## src/rtl/button_pkg.sv

```systemverilog
// Shared types and default timing for the push-button conditioner.
package button_pkg;

  typedef enum logic [1:0] {
    RELEASED     = 2'd0,
    WAIT_PRESS   = 2'd1,
    PRESSED      = 2'd2,
    WAIT_RELEASE = 2'd3
  } state_t;

  // Defaults assume a 50 MHz core clock.
  localparam int unsigned DefSyncStages      = 2;
  localparam int unsigned DefDebounceCycles  = 500000;    // 10 ms
  localparam int unsigned DefLongPressCycles = 50000000;  // 1 s

  // Counter width able to hold max_val; never narrower than one bit so a
  // disabled timer (max_val = 0) still has a legal vector.
  function automatic int unsigned cnt_width(input int unsigned max_val);
    return (max_val < 1) ? 1 : $clog2(max_val + 1);
  endfunction

endpackage

```

## src/rtl/sync_ff.sv

```systemverilog
// Multi-flop synchroniser for a single asynchronous input.
module sync_ff #(
  parameter int unsigned Stages   = 2,
  parameter logic        ResetVal = 1'b0
) (
  input  logic clk,
  input  logic rst,
  input  logic din,
  output logic dout
);

  logic [Stages-1:0] ff;

  // Shift the pin through the chain; reset parks every stage at the idle level.
  always_ff @(posedge clk) begin
    if (rst) begin
      ff <= {Stages{ResetVal}};
    end else begin
      ff <= {ff[Stages-2:0], din};
    end
  end

  assign dout = ff[Stages-1];

endmodule

```

## src/rtl/button_debounce.sv

```systemverilog
// Push-button conditioner: synchronise, debounce, and emit press/release/long-press pulses.
//
// state        | meaning
// -------------+--------------------------------------------------------
// RELEASED     | button idle, waiting for a pressed sample
// WAIT_PRESS   | pressed level seen, counting stable cycles before accept
// PRESSED      | press accepted, long-press timer running
// WAIT_RELEASE | released level seen, counting stable cycles before accept
module button_debounce
  import button_pkg::*;
#(
  parameter int unsigned SyncStages      = DefSyncStages,
  parameter int unsigned DebounceCycles  = DefDebounceCycles,
  parameter int unsigned LongPressCycles = DefLongPressCycles,
  parameter bit          ActiveLow       = 1'b1
) (
  input  logic clk_i,
  input  logic rst_i,
  input  logic btn_i,
  output logic pressed_o,
  output logic press_o,
  output logic release_o,
  output logic long_press_o
);

  localparam int unsigned DebW        = cnt_width(DebounceCycles);
  localparam int unsigned HoldW       = cnt_width(LongPressCycles);
  localparam bit          LongEn      = (LongPressCycles != 0);
  localparam int unsigned HoldLastInt = LongEn ? (LongPressCycles - 1) : 0;

  localparam logic [DebW-1:0]  DebLast  = DebW'(DebounceCycles - 1);
  localparam logic [HoldW-1:0] HoldLast = HoldW'(HoldLastInt);
  localparam logic [HoldW-1:0] HoldMax  = {HoldW{1'b1}};

  logic             btn_sync;
  logic             btn_s;
  state_t           state, state_nxt;
  logic [DebW-1:0]  deb_cnt;
  logic [HoldW-1:0] hold_cnt;
  logic             deb_inc;
  logic             long_done;
  logic             in_hold;
  logic             pressed_nxt;
  logic             long_hit;

  sync_ff #(
    .Stages   (SyncStages),
    .ResetVal (ActiveLow)
  ) u_sync_btn (
    .clk  (clk_i),
    .rst  (rst_i),
    .din  (btn_i),
    .dout (btn_sync)
  );

  assign btn_s = btn_sync ^ ActiveLow;

  // Next-state decode; the debounce counter only advances while a candidate level holds.
  always_comb begin
    state_nxt = state;
    deb_inc   = 1'b0;
    case (state)
      RELEASED: begin
        if (btn_s) state_nxt = WAIT_PRESS;
      end
      WAIT_PRESS: begin
        if (!btn_s)                 state_nxt = RELEASED;
        else if (deb_cnt == DebLast) state_nxt = PRESSED;
        else                        deb_inc   = 1'b1;
      end
      PRESSED: begin
        if (!btn_s) state_nxt = WAIT_RELEASE;
      end
      WAIT_RELEASE: begin
        if (btn_s)                  state_nxt = PRESSED;
        else if (deb_cnt == DebLast) state_nxt = RELEASED;
        else                        deb_inc   = 1'b1;
      end
      default: state_nxt = RELEASED;
    endcase
  end

  assign in_hold     = (state == PRESSED) || (state == WAIT_RELEASE);
  assign pressed_nxt = (state_nxt == PRESSED) || (state_nxt == WAIT_RELEASE);

  // Release acceptance wins over a long-press threshold on the same cycle.
  assign long_hit = LongEn && in_hold && pressed_nxt && !long_done &&
                    (hold_cnt == HoldLast);

  // State and timers; the hold timer survives release bounces so long-press timing is not restarted.
  always_ff @(posedge clk_i) begin
    if (rst_i) begin
      state     <= RELEASED;
      deb_cnt   <= '0;
      hold_cnt  <= '0;
      long_done <= 1'b0;
    end else begin
      state   <= state_nxt;
      deb_cnt <= deb_inc ? deb_cnt + 1'b1 : '0;
      if (state_nxt == RELEASED) begin
        hold_cnt  <= '0;
        long_done <= 1'b0;
      end else begin
        if (in_hold && hold_cnt != HoldMax) hold_cnt <= hold_cnt + 1'b1;
        if (long_hit)                       long_done <= 1'b1;
      end
    end
  end

  // Registered outputs derived from the transition being taken this cycle.
  always_ff @(posedge clk_i) begin
    if (rst_i) begin
      pressed_o    <= 1'b0;
      press_o      <= 1'b0;
      release_o    <= 1'b0;
      long_press_o <= 1'b0;
    end else begin
      pressed_o    <= pressed_nxt;
      press_o      <= pressed_nxt && !in_hold;
      release_o    <= !pressed_nxt && in_hold;
      long_press_o <= long_hit;
    end
  end

endmodule

```

## config.mk

```make
export PLATFORM = sky130hd
export DESIGN_NAME = button_debounce
export DESIGN_NICKNAME = d
export VERILOG_FILES = /design/src/rtl/button_pkg.sv /design/src/rtl/sync_ff.sv /design/src/rtl/button_debounce.sv
export SDC_FILE = /design/constraint.sdc
export NUM_CORES = 1
export LEC_CHECK = 0
export CAP_MARGIN = 20
export CELL_PAD_IN_SITES_DETAIL_PLACEMENT = 2
export CELL_PAD_IN_SITES_GLOBAL_PLACEMENT = 2
export CORE_MARGIN = 4
export CORE_UTILIZATION = 38
export DETAILED_ROUTE_END_ITERATION = 16
export PLACE_DENSITY = 0.74
export REMOVE_ABC_BUFFERS = 1
export SETUP_SLACK_MARGIN = 0.4
export SYNTH_ARGS = -nofsm -noshare
export SYNTH_HDL_FRONTEND = slang
export SYNTH_SLANG_ARGS = --single-unit
export TNS_END_PERCENT = 1
```

## constraint.sdc

```tcl
create_clock -name clk_i -period 2.6 [get_ports clk_i]
set_clock_uncertainty 0.05 [all_clocks]
set_input_delay 0.52 -clock clk_i [delete_from_list [all_inputs] [get_ports clk_i]]
set_output_delay 0.52 -clock clk_i [all_outputs]
set_load 0.02 [all_outputs]
```

# Word-level counts from Yosys, hierarchy flattened
# Cells that the tools add are included.
[word_totals] ff_bits=54 latchBits=0 ram_bits=0 romBits=0 input_bits=3 output_inout_bits=4 memories=0
[classes] n_addsub=2 mul=0 div=0 order_cmp=0 eq_ne=8 shift=0 muxes=11 bitwise_logic=1 reduce_logical=15
[op_table] operator="26-bit by 1-bit adder with 26-bit output (second input constant)" count=1
[op_table] operator="26-bit == test (second input constant)" count=1
[op_table] operator="26-bit != test (second input constant)" count=1
[op_table] operator="19-bit by 1-bit adder with 19-bit output (second input constant)" count=1
[op_table] operator="19-bit == test (second input constant)" count=1
[op_table] operator="2-bit 2-to-1 mux" count=6
[op_table] operator="2-bit == test (second input constant)" count=4
[op_table] operator="2-bit one-hot mux with 4 select lines" count=1
[op_table] operator="1-bit logical AND" count=6
[op_table] operator="2-bit logical NOT" count=2
[op_table] operator="2-bit OR reduction" count=2
[op_table] operator="1-bit logical NOT" count=3
[op_table] operator="1-bit 2-to-1 mux" count=3
[op_table] operator="2-bit by 1-bit == test with 1-bit output (second input constant)" count=1
[op_table] operator="1-bit logical OR" count=2
[op_table] operator="1-bit one-hot mux with 2 select lines" count=1
[op_table] operator="1-bit NOT" count=1

# Longest topological paths before layout
[depth] ltp_word=9 mapped_depth=8 depth_no_buf=6

# Hierarchy
# A second synthesis with hierarchy kept.
[unflattened] cells_unflattened=280 area_unflattened_um2=2478.6
[by_module_without_submodules] mod="button_debounce" n_inst=1 cells_per_inst=276 area_per_inst_um2=2426.1
[by_module_without_submodules] mod="sync_ff" n_inst=1 cells_per_inst=4 area_per_inst_um2=52.6

# Worst setup path before layout
# No wires, ideal clock.
[synth_path] path_type="flip-flop to flip-flop" from="register hold_cnt[0]" to="register hold_cnt[14]" arrival_ns=1.764 t_required_ns=2.435 setup_slack_ns=0.671 path_stages_with_launch=7 cell_sequence="dfxtp_1 -> ha_1 -> and4_1 -> or4b_4 -> a211oi_1 -> xnor2_1 -> nor2_1"
[synth_between] elab_chain_cells=2
[synth_lines] item="from (decl)" line_no="button_debounce.sv:39" text="logic [HoldW-1:0] hold_cnt;"
[synth_lines] item="from (signal assigned)" line_no="button_debounce.sv:104" text="if (in_hold && hold_cnt != HoldMax) hold_cnt <= hold_cnt + 1'b1;"
[synth_lines] item="branches (longest 2 deep; another with 26-bit by 1-bit adder with 26-bit output)"
# Several ways; the timed one is not identified.
# A chain may end at the register's enable or synchronous reset.

# Worst setup path in the final report
[layout_path] from="register hold_cnt[1]" to="register hold_cnt[16]"
# The elaborated chain is that of the path after synthesis.

==> run summary <==
Clk pwr share: 41.0%
Top FF cell, synth: dfxtp_1
Status: complete, no violations
Vias in the first global route: 2193
Drt first pass iters: 4
Sequential Area: 0.001082 mm^2
Critical Path End Type: register
RSZ-0062 raised after global routing: true
Slew margin rel.: 71.33%
Root Buffer: clkbuf_8
H-tree Lvls: 2
Count of pins over their slew limit: 0
Setup TNS: 0 ns
Post-synth cell types: 43
Comb power frac: 1.0%
Largest net degree at the start of global routing: 28
Adder-cell share of the synthesized area: 0.9804%
Initial antenna violation count: 0
Largest family of logic cells by synthesized area: simple AND/OR/NAND/NOR gates
Startpoint type of the worst setup path: register
Initial Util: 39.74%
Power Density: 506.5 mW/mm^2
Num rows: 29
Leak Pwr: 0.8371 nW
Hold_buf cts: 0
Net Sw Frac: 21.46%
Fmax: 471.2 MHz
Sequential-to-total area share from yosys stat: 42.35%
Final wirelength: 6488 um
Min Hold Slack: 0.3799 ns
Mapped Cells: 281
Vias/cell: 5.563
First-pass GRT wire length: 11210 um
Num CTS Buffers: 5
DIE AREA: 0.008092 mm^2
Reg clk slew, reported paths: 0.10 ns
Dominant cell type by area after synthesis: dfxtp_1
Nets: 293
Core Box Area: 0.006422 mm^2
Cells after DPL: 358
Fillers: 705
Synth Area in XOR/XNOR: 13.73%
Synth-to-layout area growth: 10.69%
Simple logic cell fraction of the synthesized area: 29.66%
CP Data Required Time: 2.76 ns
Most frequent cell after synthesis: dfxtp_1
Final non-filler cell total: 366
R2r startpoint: hold_cnt[1]$_SDFFE_PP0P_
Critical path data arrival time: 2.28 ns
Post-synth ARST share: 0%
Period Utilization, post-route: 81.63%
Flops & latches, synth: 54
Via count: 2036
# setup viols final: 0
Syn Std Cell Area: 0.002552 mm^2
P_int: 1.124 mW
Post-synth top area share: 42.35%
Post-DRT Antenna Nets: 0
Die width: 89.96 um
CP Max Fanout: 5
Routability cong.: 0.7473
Total power: 1.431 mW
DRC errors left: 0
Post-route minimum period: 2.122 ns
Share of layout cells above drive strength 1: 12.11%
Final hold viol count: 0
Grt ovf: 0
Synth top area cells: dfxtp_1 (42%), xor2_1 (7.2%), nor2_1 (7.1%)
Crit Path Class: register to register
Slew of the pin with the lowest slew margin: 0.4262 ns
Min-delay worst type: register to register
Synth Area in Compound Gates: 9.363%
Commonest cells in the netlist: dfxtp_1 (54), nor2_1 (48), xor2_1 (21)
Max-Cap Viols: 0
CP startpoint: hold_cnt[1]$_SDFFE_PP0P_
Flop pwr share: 58.0%
Port bufs: 6
Clock Latency Late Sink: 0.32 ns
CTS sink cnt: 54
Hold_sp: u_sync_btn.ff[0]$_SDFF_PP1_
VDD IR max: 0.2998 mV
Sw Pwr: 307.1 uW
Area of the multi-input gates: 0.001406 mm^2
I/O pins: 7
Total track usage: 16.71%
Post-synth EDFFs: 0
HPWL Detailed: 4623 um
Synthesized area per cell: 9.083 um^2
Post-synthesis mux area share: 0.3922%
Detailed router's first-iteration violation count: 68
Wire length per cell: 17.73 um
Chip Height: 89.96 um
Ys Warns: 0
Ant. Diodes: 0
Bufs on Longest Clock Path: 2
TritonCTS clock tree: built
-- layer usage --
layer  routed length (um)  share of wire (%)  global-route usage, %
met5                    0                  0                      0
met4                   59               0.91                  3.444
met1                 3279                 51                  22.50
met3                  104                1.6                  4.174
met2                 3044                 47                  27.26
-- sequential cells by signal, indices dropped and copies added (netlist names) --
name           cells
state              2
press_o            1
long_done          1
long_press_o       1
deb_cnt           19
hold_cnt          26
pressed_o          1
u_sync_btn.ff      2
release_o          1
-- worst max-delay path, stage by stage, from the launching register on --
cell and delay, ns:
dfxtp_1 0.41, ha_2 0.25, and4_1 0.27, or4b_4 0.51, a211oi_1 0.30, xnor2_1 0.17
nor2_1 0.06
-- cells in the final DEF, fill, tap and decap left out, types with 4 or more instances in the layout --
cell	instances
xor2_1	21
and2_1	4
a21oi_1	6
inv_1	7
a211oi_1	8
dfxtp_1	53
nor2_1	48
xnor2_1	19
nand3_1	16
clkdlybuf4s50_1	6
nand2_1	12
nor4_1	7
buf_4	4
and3_1	6
clkbuf_8	5
and4_1	5
nand4_1	12
-- what timing repair did --
item	in CTS	in global routing
resized for setup	1	6
pin swaps	0	1
setup buffers	0	0
setup endpoints to repair	27	30
gates cloned	0	0
-- final timing paths --
check / endpoint / slack [ns] / depth (start not counted)
worst max register to register: hold_cnt[16]$_SDFFE_PP0P_ / 0.48 / 6
worst min-delay path: u_sync_btn.ff[1]$_SDFF_PP1_ / 0.38 / 1
worst min register to register: u_sync_btn.ff[1]$_SDFF_PP1_ / 0.38 / 1
worst max-delay path: hold_cnt[16]$_SDFFE_PP0P_ / 0.48 / 6
-- through the flow --
| stage | util [%] | setup WS (ns) | area [um^2] |
|---|---|---|---|
| floorplan | - | 0.3678 | 2489 |
| global placement | 41.77 | 0.4071 | 2683 |
| detailed placement | 41.77 | 0.3500 | 2683 |
| CTS | 43.66 | 0.3659 | 2804 |
| global route | 43.99 | 0.3695 | 2825 |
| finish | 43.99 | 0.4776 | 2825 |
-- power by group through the flow --
stage / registers [mW] / logic, mW / clock network, mW
after global routing: 0.831 / 0.0158 / 0.650
after detailed placement: 0.849 / 0.0141 / 0
final: 0.830 / 0.0141 / 0.587
after global placement: 0.849 / 0.0139 / 0
after CTS: 0.830 / 0.0142 / 0.605
after floorplan: 0.849 / 0.00640 / 0
-- final cells by class --
class,count,share of cell area [%]
flip-flops and latches,54,38.31
well taps,77,3.410
multi-input cells,209,49.78
clock inverters,3,1.550
clock buffers,5,2.436
repair buffers,11,3.587
inverters,7,0.9300
-- cells by family (layout without fill, tap and decap cells) --
| group | Yosys count | after routing |
|---|---|---|
| AND/OR/NAND/NOR | 136 | 136 |
| flip-flops | 54 | 54 |
| multiplexers | 1 | 1 |
| buffers and inverters | 18 | 26 |
| AO/OA/AOI/OAI | 30 | 30 |
| XOR/XNOR | 40 | 40 |
| adder cells (fa/ha/maj) | 2 | 2 |
Power figures use the tool's default switching activity.
